===== config.mk =====
export PLATFORM = sky130hd
export DESIGN_NAME = count_ctrl
export DESIGN_NICKNAME = d
export VERILOG_FILES = /design/src/rtl/count_ctrl_pkg.sv /design/src/rtl/tick_gen.sv /design/src/rtl/count_ctrl.sv
export SDC_FILE = /design/constraint.sdc
export NUM_CORES = 1
export LEC_CHECK = 0
export ABC_AREA = 1
export CAP_MARGIN = 20
export CORE_MARGIN = 3
export CORE_UTILIZATION = 28
export CTS_CLUSTER_SIZE = 28
export DETAILED_ROUTE_END_ITERATION = 12
export PLACE_DENSITY = 0.5
export SKIP_LAST_GASP = 1
export SLEW_MARGIN = 25
export SYNTH_ARGS = -nofsm -noshare
export SYNTH_HDL_FRONTEND = slang
export SYNTH_SLANG_ARGS = --single-unit

===== constraint.sdc =====
create_clock -name count_ctrl_clk -period 1.7 [get_ports count_ctrl_clk]
set_input_delay 0.255 -clock count_ctrl_clk [delete_from_list [all_inputs] [get_ports count_ctrl_clk]]
set_output_delay 0.255 -clock count_ctrl_clk [all_outputs]
set_load 0.005 [all_outputs]

===== src/rtl/count_ctrl_pkg.sv =====
// Shared encodings for the two-digit BCD counter controller: FSM states,
// anode select patterns and the terminal-count helper.
package count_ctrl_pkg;

  typedef enum logic [1:0] {
    IDLE  = 2'd0,
    RUN   = 2'd1,
    PAUSE = 2'd2,
    DONE  = 2'd3
  } state_t;

  localparam logic [1:0] AN_ONES = 2'b10;
  localparam logic [1:0] AN_TENS = 2'b01;
  localparam logic [3:0] BCD_MAX = 4'd9;

  // Non-BCD digits (above 9) never match, so they can never halt the counter.
  function automatic logic is_terminal(input logic [3:0] ones,
                                       input logic [3:0] tens,
                                       input logic       up);
    if (up) begin
      return (ones == BCD_MAX) && (tens == BCD_MAX);
    end
    return (ones == 4'd0) && (tens == 4'd0);
  endfunction

endpackage


===== src/rtl/tick_gen.sv =====
// Modulo-N counter with enable and synchronous load-to-zero; tick marks the
// enabled cycle in which the count wraps from N-1 back to 0.
module tick_gen #(
  parameter int  N = 4,
  localparam int W = $clog2(N)
) (
  input  logic         clk,
  input  logic         rst,
  input  logic         en,
  input  logic         load0,
  output logic [W-1:0] count,
  output logic         tick
);

  localparam logic [W-1:0] LAST = W'(N - 1);

  logic [W-1:0] count_q;
  logic [W-1:0] count_d;

  always_comb begin
    count_d = count_q;
    if (load0) begin
      count_d = '0;
    end else if (en) begin
      count_d = (count_q == LAST) ? '0 : count_q + W'(1);
    end
  end

  always_ff @(posedge clk) begin
    if (!rst) begin
      count_q <= '0;
    end else begin
      count_q <= count_d;
    end
  end

  assign count = count_q;
  assign tick  = en && !load0 && (count_q == LAST);

endmodule


===== src/rtl/count_ctrl.sv =====
// Run-state sequencer for the two-digit BCD counter: prescaled step enable,
// clear pulse, terminal-count halt and a two-digit multiplexed display drive.
import count_ctrl_pkg::*;

module count_ctrl #(
  parameter int DIV  = 50_000_000,
  parameter int SCAN = 100_000
) (
  input  logic       count_ctrl_clk,
  input  logic       count_ctrl_rst,
  input  logic       count_ctrl_start,
  input  logic       count_ctrl_stop,
  input  logic       count_ctrl_clear,
  input  logic       count_ctrl_dir,
  input  logic       count_ctrl_limit_en,
  input  logic [3:0] count_ctrl_ones,
  input  logic [3:0] count_ctrl_tens,
  output logic       count_ctrl_step,
  output logic       count_ctrl_up,
  output logic       count_ctrl_clr,
  output logic       count_ctrl_done,
  output logic [1:0] count_ctrl_state,
  output logic [1:0] count_ctrl_an,
  output logic [3:0] count_ctrl_digit
);

  localparam int DIV_W  = $clog2(DIV);
  localparam int SCAN_W = $clog2(SCAN);

  state_t state_q, state_d;
  logic   step_q, step_d;
  logic   up_q, up_d;
  logic   clr_q, clr_d;
  logic   done_q, done_d;
  logic [1:0] an_q, an_d;
  logic [3:0] digit_q, digit_d;

  logic presc_en;
  logic presc_load0;
  logic presc_tick;
  logic scan_tick;
  logic at_term;
  logic [DIV_W-1:0]  presc_cnt_unused;
  logic [SCAN_W-1:0] scan_cnt_unused;

  // The prescaler freezes in the cycle a stop/clear is taken, so a pause
  // keeps the value that was current when the request arrived.
  assign presc_en    = (state_q == RUN) && !count_ctrl_stop && !count_ctrl_clear;
  assign presc_load0 = (state_q == IDLE) && count_ctrl_start && !count_ctrl_clear;
  assign at_term     = is_terminal(count_ctrl_ones, count_ctrl_tens, count_ctrl_dir);

  tick_gen #(.N(DIV)) u_presc (
    .clk   (count_ctrl_clk),
    .rst   (count_ctrl_rst),
    .en    (presc_en),
    .load0 (presc_load0),
    .count (presc_cnt_unused),
    .tick  (presc_tick)
  );

  tick_gen #(.N(SCAN)) u_scan (
    .clk   (count_ctrl_clk),
    .rst   (count_ctrl_rst),
    .en    (1'b1),
    .load0 (1'b0),
    .count (scan_cnt_unused),
    .tick  (scan_tick)
  );

  always_comb begin
    state_d = state_q;
    step_d  = 1'b0;
    up_d    = up_q;
    if (count_ctrl_clear) begin
      state_d = IDLE;
    end else begin
      unique case (state_q)
        IDLE:  if (count_ctrl_start) state_d = RUN;
        RUN: begin
          if (count_ctrl_stop) begin
            state_d = PAUSE;
          end else if (presc_tick) begin
            if (count_ctrl_limit_en && at_term) begin
              state_d = DONE;
            end else begin
              step_d = 1'b1;
              up_d   = count_ctrl_dir;
            end
          end
        end
        PAUSE: if (count_ctrl_start) state_d = RUN;
        DONE:  state_d = DONE;
        default: state_d = IDLE;
      endcase
    end
  end

  assign clr_d  = count_ctrl_clear;
  assign done_d = (state_d == DONE);

  // digit follows the next anode value so the pair always changes together.
  assign an_d    = scan_tick ? ~an_q : an_q;
  assign digit_d = (an_d == AN_ONES) ? count_ctrl_ones : count_ctrl_tens;

  always_ff @(posedge count_ctrl_clk) begin
    if (!count_ctrl_rst) begin
      state_q <= IDLE;
      step_q  <= 1'b0;
      up_q    <= 1'b1;
      clr_q   <= 1'b0;
      done_q  <= 1'b0;
      an_q    <= AN_ONES;
      digit_q <= 4'd0;
    end else begin
      state_q <= state_d;
      step_q  <= step_d;
      up_q    <= up_d;
      clr_q   <= clr_d;
      done_q  <= done_d;
      an_q    <= an_d;
      digit_q <= digit_d;
    end
  end

  assign count_ctrl_step  = step_q;
  assign count_ctrl_up    = up_q;
  assign count_ctrl_clr   = clr_q;
  assign count_ctrl_done  = done_q;
  assign count_ctrl_state = state_q;
  assign count_ctrl_an    = an_q;
  assign count_ctrl_digit = digit_q;

endmodule


Word-level counts from Yosys, hierarchy flattened
Index checks and enable logic that the tools add are counted.
{ "totals": {"reg_bits": 55, "latch_bits": 0, "mem_bits_rw": 0, "rom_bits": 0, "out_inout_bits": 12, "elab_cells": 60, "n_memories": 0} }
{ "op_classes": {"n_addsub": 2, "mul": 0, "div": 0, "order_cmp": 0, "n_eq_ne": 9, "shift": 0, "muxes": 13, "bitwise": 7, "n_reduce_logical": 20} }
{ "op_table": {"columns": ["cell", "count"], "rows": [
  ["adder 26 x 1 -> 26 bit, second input constant", 1],
  ["== test 26 bit, second input constant", 1],
  ["two-way mux 26 bit", 1],
  ["adder 17 x 1 -> 17 bit, second input constant", 1],
  ["== test 17 bit, second input constant", 1],
  ["two-way mux 2 bit", 6],
  ["logical AND 1 bit", 9],
  ["== test 2 bit, second input constant", 4],
  ["== test 4 bit, second input constant", 2],
  ["logical NOT 4 bit", 2],
  ["inverter 1 bit", 6],
  ["case mux 2 bit (3 select lines)", 1],
  ["OR reduction 2 bit", 3],
  ["AND reduction 5 bit", 1],
  ["OR reduction 5 bit", 1],
  ["two-way mux 1 bit", 4],
  ["two-way mux 4 bit", 1],
  ["logical NOT 1 bit", 3],
  ["== test 2 x 1 -> 1 bit, second input constant", 1],
  ["logical NOT 2 bit", 1],
  ["inverter 2 bit", 1]
]} }

Longest topological paths before layout
{ "depth": {"word_depth": 11, "mapped_depth": 12, "depth_no_buf": 12} }

Cells and area by module
A second synthesis with hierarchy kept.
{ "unflattened": {"cells_unflattened": 476, "area_unflattened_um2": 3080.5} }
{ "by_module_without_submodules": {"columns": ["mod", "instances", "cells_per_inst", "area_per_inst_um2"], "rows": [
  ["tick_gen (u_presc)", 1, 261, 1550.2],
  ["tick_gen (u_scan)", 1, 141, 1003.5],
  ["count_ctrl", 1, 74, 526.8]
]} }

Least setup slack after synthesis
Ideal clock, no wire load.
{ "synth_path": {"kind": "flip-flop to flip-flop", "startpoint": "register u_presc.count_q[0] (netlist: u_presc.count[0])", "endpoint": "register u_presc.count_q[24] (netlist: u_presc.count[24])", "setup_time_ns": 0.115, "arrival_ns": 1.322, "required_ns": 1.585, "setup_slack_ns": 0.263, "stages_incl_launch_ff": 10, "n_path_buf": 0, "period_less_slack_ns": 1.437, "path_cell_list": "dfxtp_1 > ha_1 > nand2_1 > nand3b_1 > nor2_4 > nand3_2 > nor2_2 > nand3_1 > nand2_1 > nor2_1"} }
{ "synth_via": {"elab_chain_len": 2} }
{ "synth_lines": {"columns": ["element", "line_no", "text"], "rows": [
  ["start, declared", "tick_gen.sv:17", "logic [W-1:0] count_q;"],
  ["start signal, assigned", "tick_gen.sv:33", "count_q <= count_d;"],
  ["adder 26 x 1 -> 26 bit / == test 26 bit (equally long branches)", "tick_gen.sv:25", "count_d = (count_q == LAST) ? '0 : count_q + W'(1);"],
  ["two-way mux 26 bit *", "tick_gen.sv:25", null]
]} }
Every way passes the cells marked *; elsewhere a longest branch is shown, timed or not.
A chain may end at the register's enable or synchronous reset.

Final worst setup path
Ends and elaborated chain as after synthesis.

==> summary.md <==
| Metric | Value |
|---|---|
| Status | completed |
| Worst vdd ir | 0.000266 V |
| Synth Area per Inst | 7.00 um^2 |
| Peak Freq | 641 MHz |
| I/O Buffers | 26 |
| Initial antenna violation count | 0 |
| Routed via count | 2,467 |
| HP Class | register to register |
| Biggest area consumer among synthesized cells | dfxtp_1 |
| Largest net degree at the start of global routing | 18 |
| Final-report max-slew violation count | 0 |
| Drc violations | 0 |
| Router iterations before antenna repair | 4 |
| GRT Util Overall | 0.119 |
| Clock insertion delay at the later pin of the skew report | about 310 ps |
| CP Capture Point | u_presc.count[24] |
| Initial Util | 0.295 |
| Clock sinks | 55 |
| Drt first-iter violations | 78 |
| Worst relative slew slack | 0.743 |
| Tmin final | 1560 ps |
| Max FO, Critical Path | 5 |
| RSZ-0062 raised after global routing | no |
| Slew of the pin with the lowest slew margin | 385 ps |
| Clock skew | between 7 and 8 ps |
| CP cell instances | ha_1 > nand2_2 > nand3b_1 > nor2_4 > nand3_4 > nor2_4 > nand3_1 > nand2_1 > nor2_1 |
| Total power | 2.22 mW |
| CP dominant cell by count | nor2_4 |
| Final Core Density | 0.367 |
| Register area share after synthesis | 0.395 |
| Final period utilization | 0.918 |
| Synth top area cells | dfxtp_1 (40%), nand2_1 (10%), nor2_1 (9.7%) |
| Mapped Nets | 415 |
| Clock tree from TritonCTS | yes |
| FF-to-FF setup slack | 140 ps |
| Number of post-CTS setup repair buffers | 0 |
| Die height | 106 um |
| Area delta synth->final | 24.5% |
| Hold Vio Cnt, Final | 0 |
| Commonest register cell after synthesis | dfxtp_1 |
| Die X | 106 um |
| Yosys top cell area share | 0.395 |
| Crit. Startpoint | u_presc.count[0] |
| Longest Clk Path Bufs | 2 |
| Routability cong. | about 0.79 |
| CP endpoint kind | register |
| Worst EP arrival | 1780 ps |
| CTS root buf | clkbuf_8 |
| Leakage | 1.34 nW |
| Crit path max-delay cell type | dfxtp_2 |
| Cells after Synth | 398 |
| Number of flops mapped to enable cells by yosys | 0 |
| ANT cells | 0 |
| CP delay by family, top | simple AND/OR/NAND/NOR gates |
| Yosys reg bits | 55 |
| WL final | 6.27 mm |
| Die ar. | 11,200 um^2 |
| IO Pins | 27 |
| Share of cells above drive strength 1 | 0.160 |
| RR Endpoint | u_presc.count[24] |
| Hold buffer count at CTS | 0 |
| Unique masters post-synth | 32 |
| Critical Path RT | 1920 ps |
| Vias in the first global route | around 2,400 |
| Worst path max stage delay | 360 ps |
| Nets | roughly 470 |
| Worst path depth | 9 |
| H-tree Lvls | 2 |
| CTS Buf Count | 5 |
| Num rows | 35 |
| PD cells | 640 nW/um^2 |
| Gr ovfl total | 0 |
| Startpoint Class | register |
| Post-route ant nets | 0 |
| Core Area | between 9000 and 10,000 um^2 |
| Ys Warns | 0 |
| Worst R2R Start | u_presc.count[0] |
| Final Setup Violations | 0 |
| Fill cells | 1,023 |
| Vias per cell | 4.27 |
| Dpl hpwl | 5.00 mm |
| Setup Crit Path Kind | register to register |
| First-pass GRT wire length | 11.0 mm |
| Post-Syn Area | between 2000 and 3000 um^2 |
| Reg2reg path depth | 9 |
| Clock transition at path regs | 110 ps |
| Max Cap Viol | 0 |
| Detailed-route wire length per cell | 10.9 um |
| WP buf/inv | 0 |
| Ys async rst share | 0 |
-- cells in the final DEF, fill, tap and decap left out, drive strengths merged, types with 2 or more instances in the layout --
| cell | Yosys | layout |
|---|---|---|
| nand3 | 36 | 36 |
| nand2 | 85 | 85 |
| clkinvlp | 0 | 2 |
| a21oi | 18 | 18 |
| nor3 | 16 | 16 |
| ha | 2 | 2 |
| o21ai | 14 | 14 |
| nand3b | 2 | 2 |
| clkdlybuf4s50 | 0 | 26 |
| inv | 59 | 59 |
| clkbuf | 1 | 5 |
| nor2 | 86 | 86 |
| buf | 2 | 20 |
| xor2 | 10 | 10 |
| nand4 | 4 | 4 |
| xnor2 | 4 | 4 |
| dfxtp | 55 | 55 |
-- worst reg2reg max path: stages (launching register included) --
cell,delay (ps)
dfxtp_2,360
ha_1,190
nand2_2,100
nand3b_1,220
nor2_4,160
nand3_4,110
nor2_4,130
nand3_1,80
nand2_1,70
nor2_1,40
-- metal layers --
layer  part of all wire  up-vias  global-route usage
li1                   -     1345                   -
met1               0.51     1093               0.162
met2               0.45       22               0.188
met3              0.028        7              0.0269
met4              0.013        0              0.0361
met5                  0        -                   0
-- synthesized netlist by cell type, types with 2 or more instances --
cell type and number:
nand2_1 77, nor2_1 72, dfxtp_1 55, inv_1 54
nand3_1 31, a21oi_1 18, nor3_1 13, xor2_1 10
o21ai_0 9, nand2_2 7, nor2_2 7, nor2_4 6
inv_2 5, nand3_2 4, nand4_1 4, xnor2_1 4
o21ai_1 3, ha_1 2, nand3b_1 2, nor3_2 2
o21ai_2 2
-- cell type report --
cell class | count | area [um^2] | share of cell area
clock buffers | 5 | 68.8 | 0.0198
repair buffers | 46 | 410 | 0.118
flip-flops and latches | 55 | 1100 | 0.318
inverters | 59 | 221 | 0.0638
multi-input cells | 281 | 1480 | 0.427
well taps | 129 | 161 | 0.0465
clock inverters | 3 | 20.0 | 0.00577
-- how the worst min path moves through the flow --
stage / to / slack (ps) / cells past startpoint / start
after global placement: u_scan.count[0] / 430 / 1 / u_scan.count[0]
after floorplan: count_ctrl_clr / 350 / 2 / count_ctrl_clear
final: u_scan.count[0] / 420 / 1 / u_scan.count[0]
after CTS: u_scan.count[0] / 460 / 1 / u_scan.count[0]
after global routing: u_scan.count[0] / 440 / 1 / u_scan.count[0]
after detailed placement: u_scan.count[0] / 450 / 1 / u_scan.count[0]
-- what timing repair did --
action | in CTS | in global routing
gates resized for setup | 0 | 12
setup endpoints to repair | 2 | 21
pin swaps | 1 | 1
-- registers in the layout, summed over array words and instances, names as in the netlist, 2 cells and up --
| name | cells |
|---|---|
| count_ctrl_an | 2 |
| count_ctrl_digit | 4 |
| count_ctrl_state | 2 |
| u_presc.count | 26 |
| u_scan.count | 17 |
-- report_power, final --
part / internal [mW] / total [mW] / switching (mW)
clock network: 0.288 / 0.744 / 0.456
logic: 0.0858 / 0.165 / 0.0794
registers: 1.30 / 1.31 / 0.00848
-- metrics by stage --
step           TNS [ps]  cell area, um^2  setup slack [ps]  instances  hold WS, ps
4_1_cts               0             3430             0.113        578          464
2_1_floorplan         0             2790               263        398          348
3_3_place_gp      -1770             3340              -165        570          431
3_5_place_dp      -2430             3340              -197        570          449
6_report              0             3470               139        578          424
5_1_grt               0             3470              8.81        578          444
-- cell families (layout without fill, tap and decap cells) --
kind of cell | count (synthesis) | count (layout) | share of synthesized area
buffers and inverters | 62 | 113 | 0.0867
AOI/OAI and AO/OA | 34 | 34 | 0.0660
xor gates and xnor gates | 14 | 14 | 0.0440
and+or+nand+nor | 231 | 231 | 0.399
adders and majority gates | 2 | 2 | 0.00898
DFF | 55 | 55 | 0.395
No activity file was read; power rests on OpenSTA's default activity.
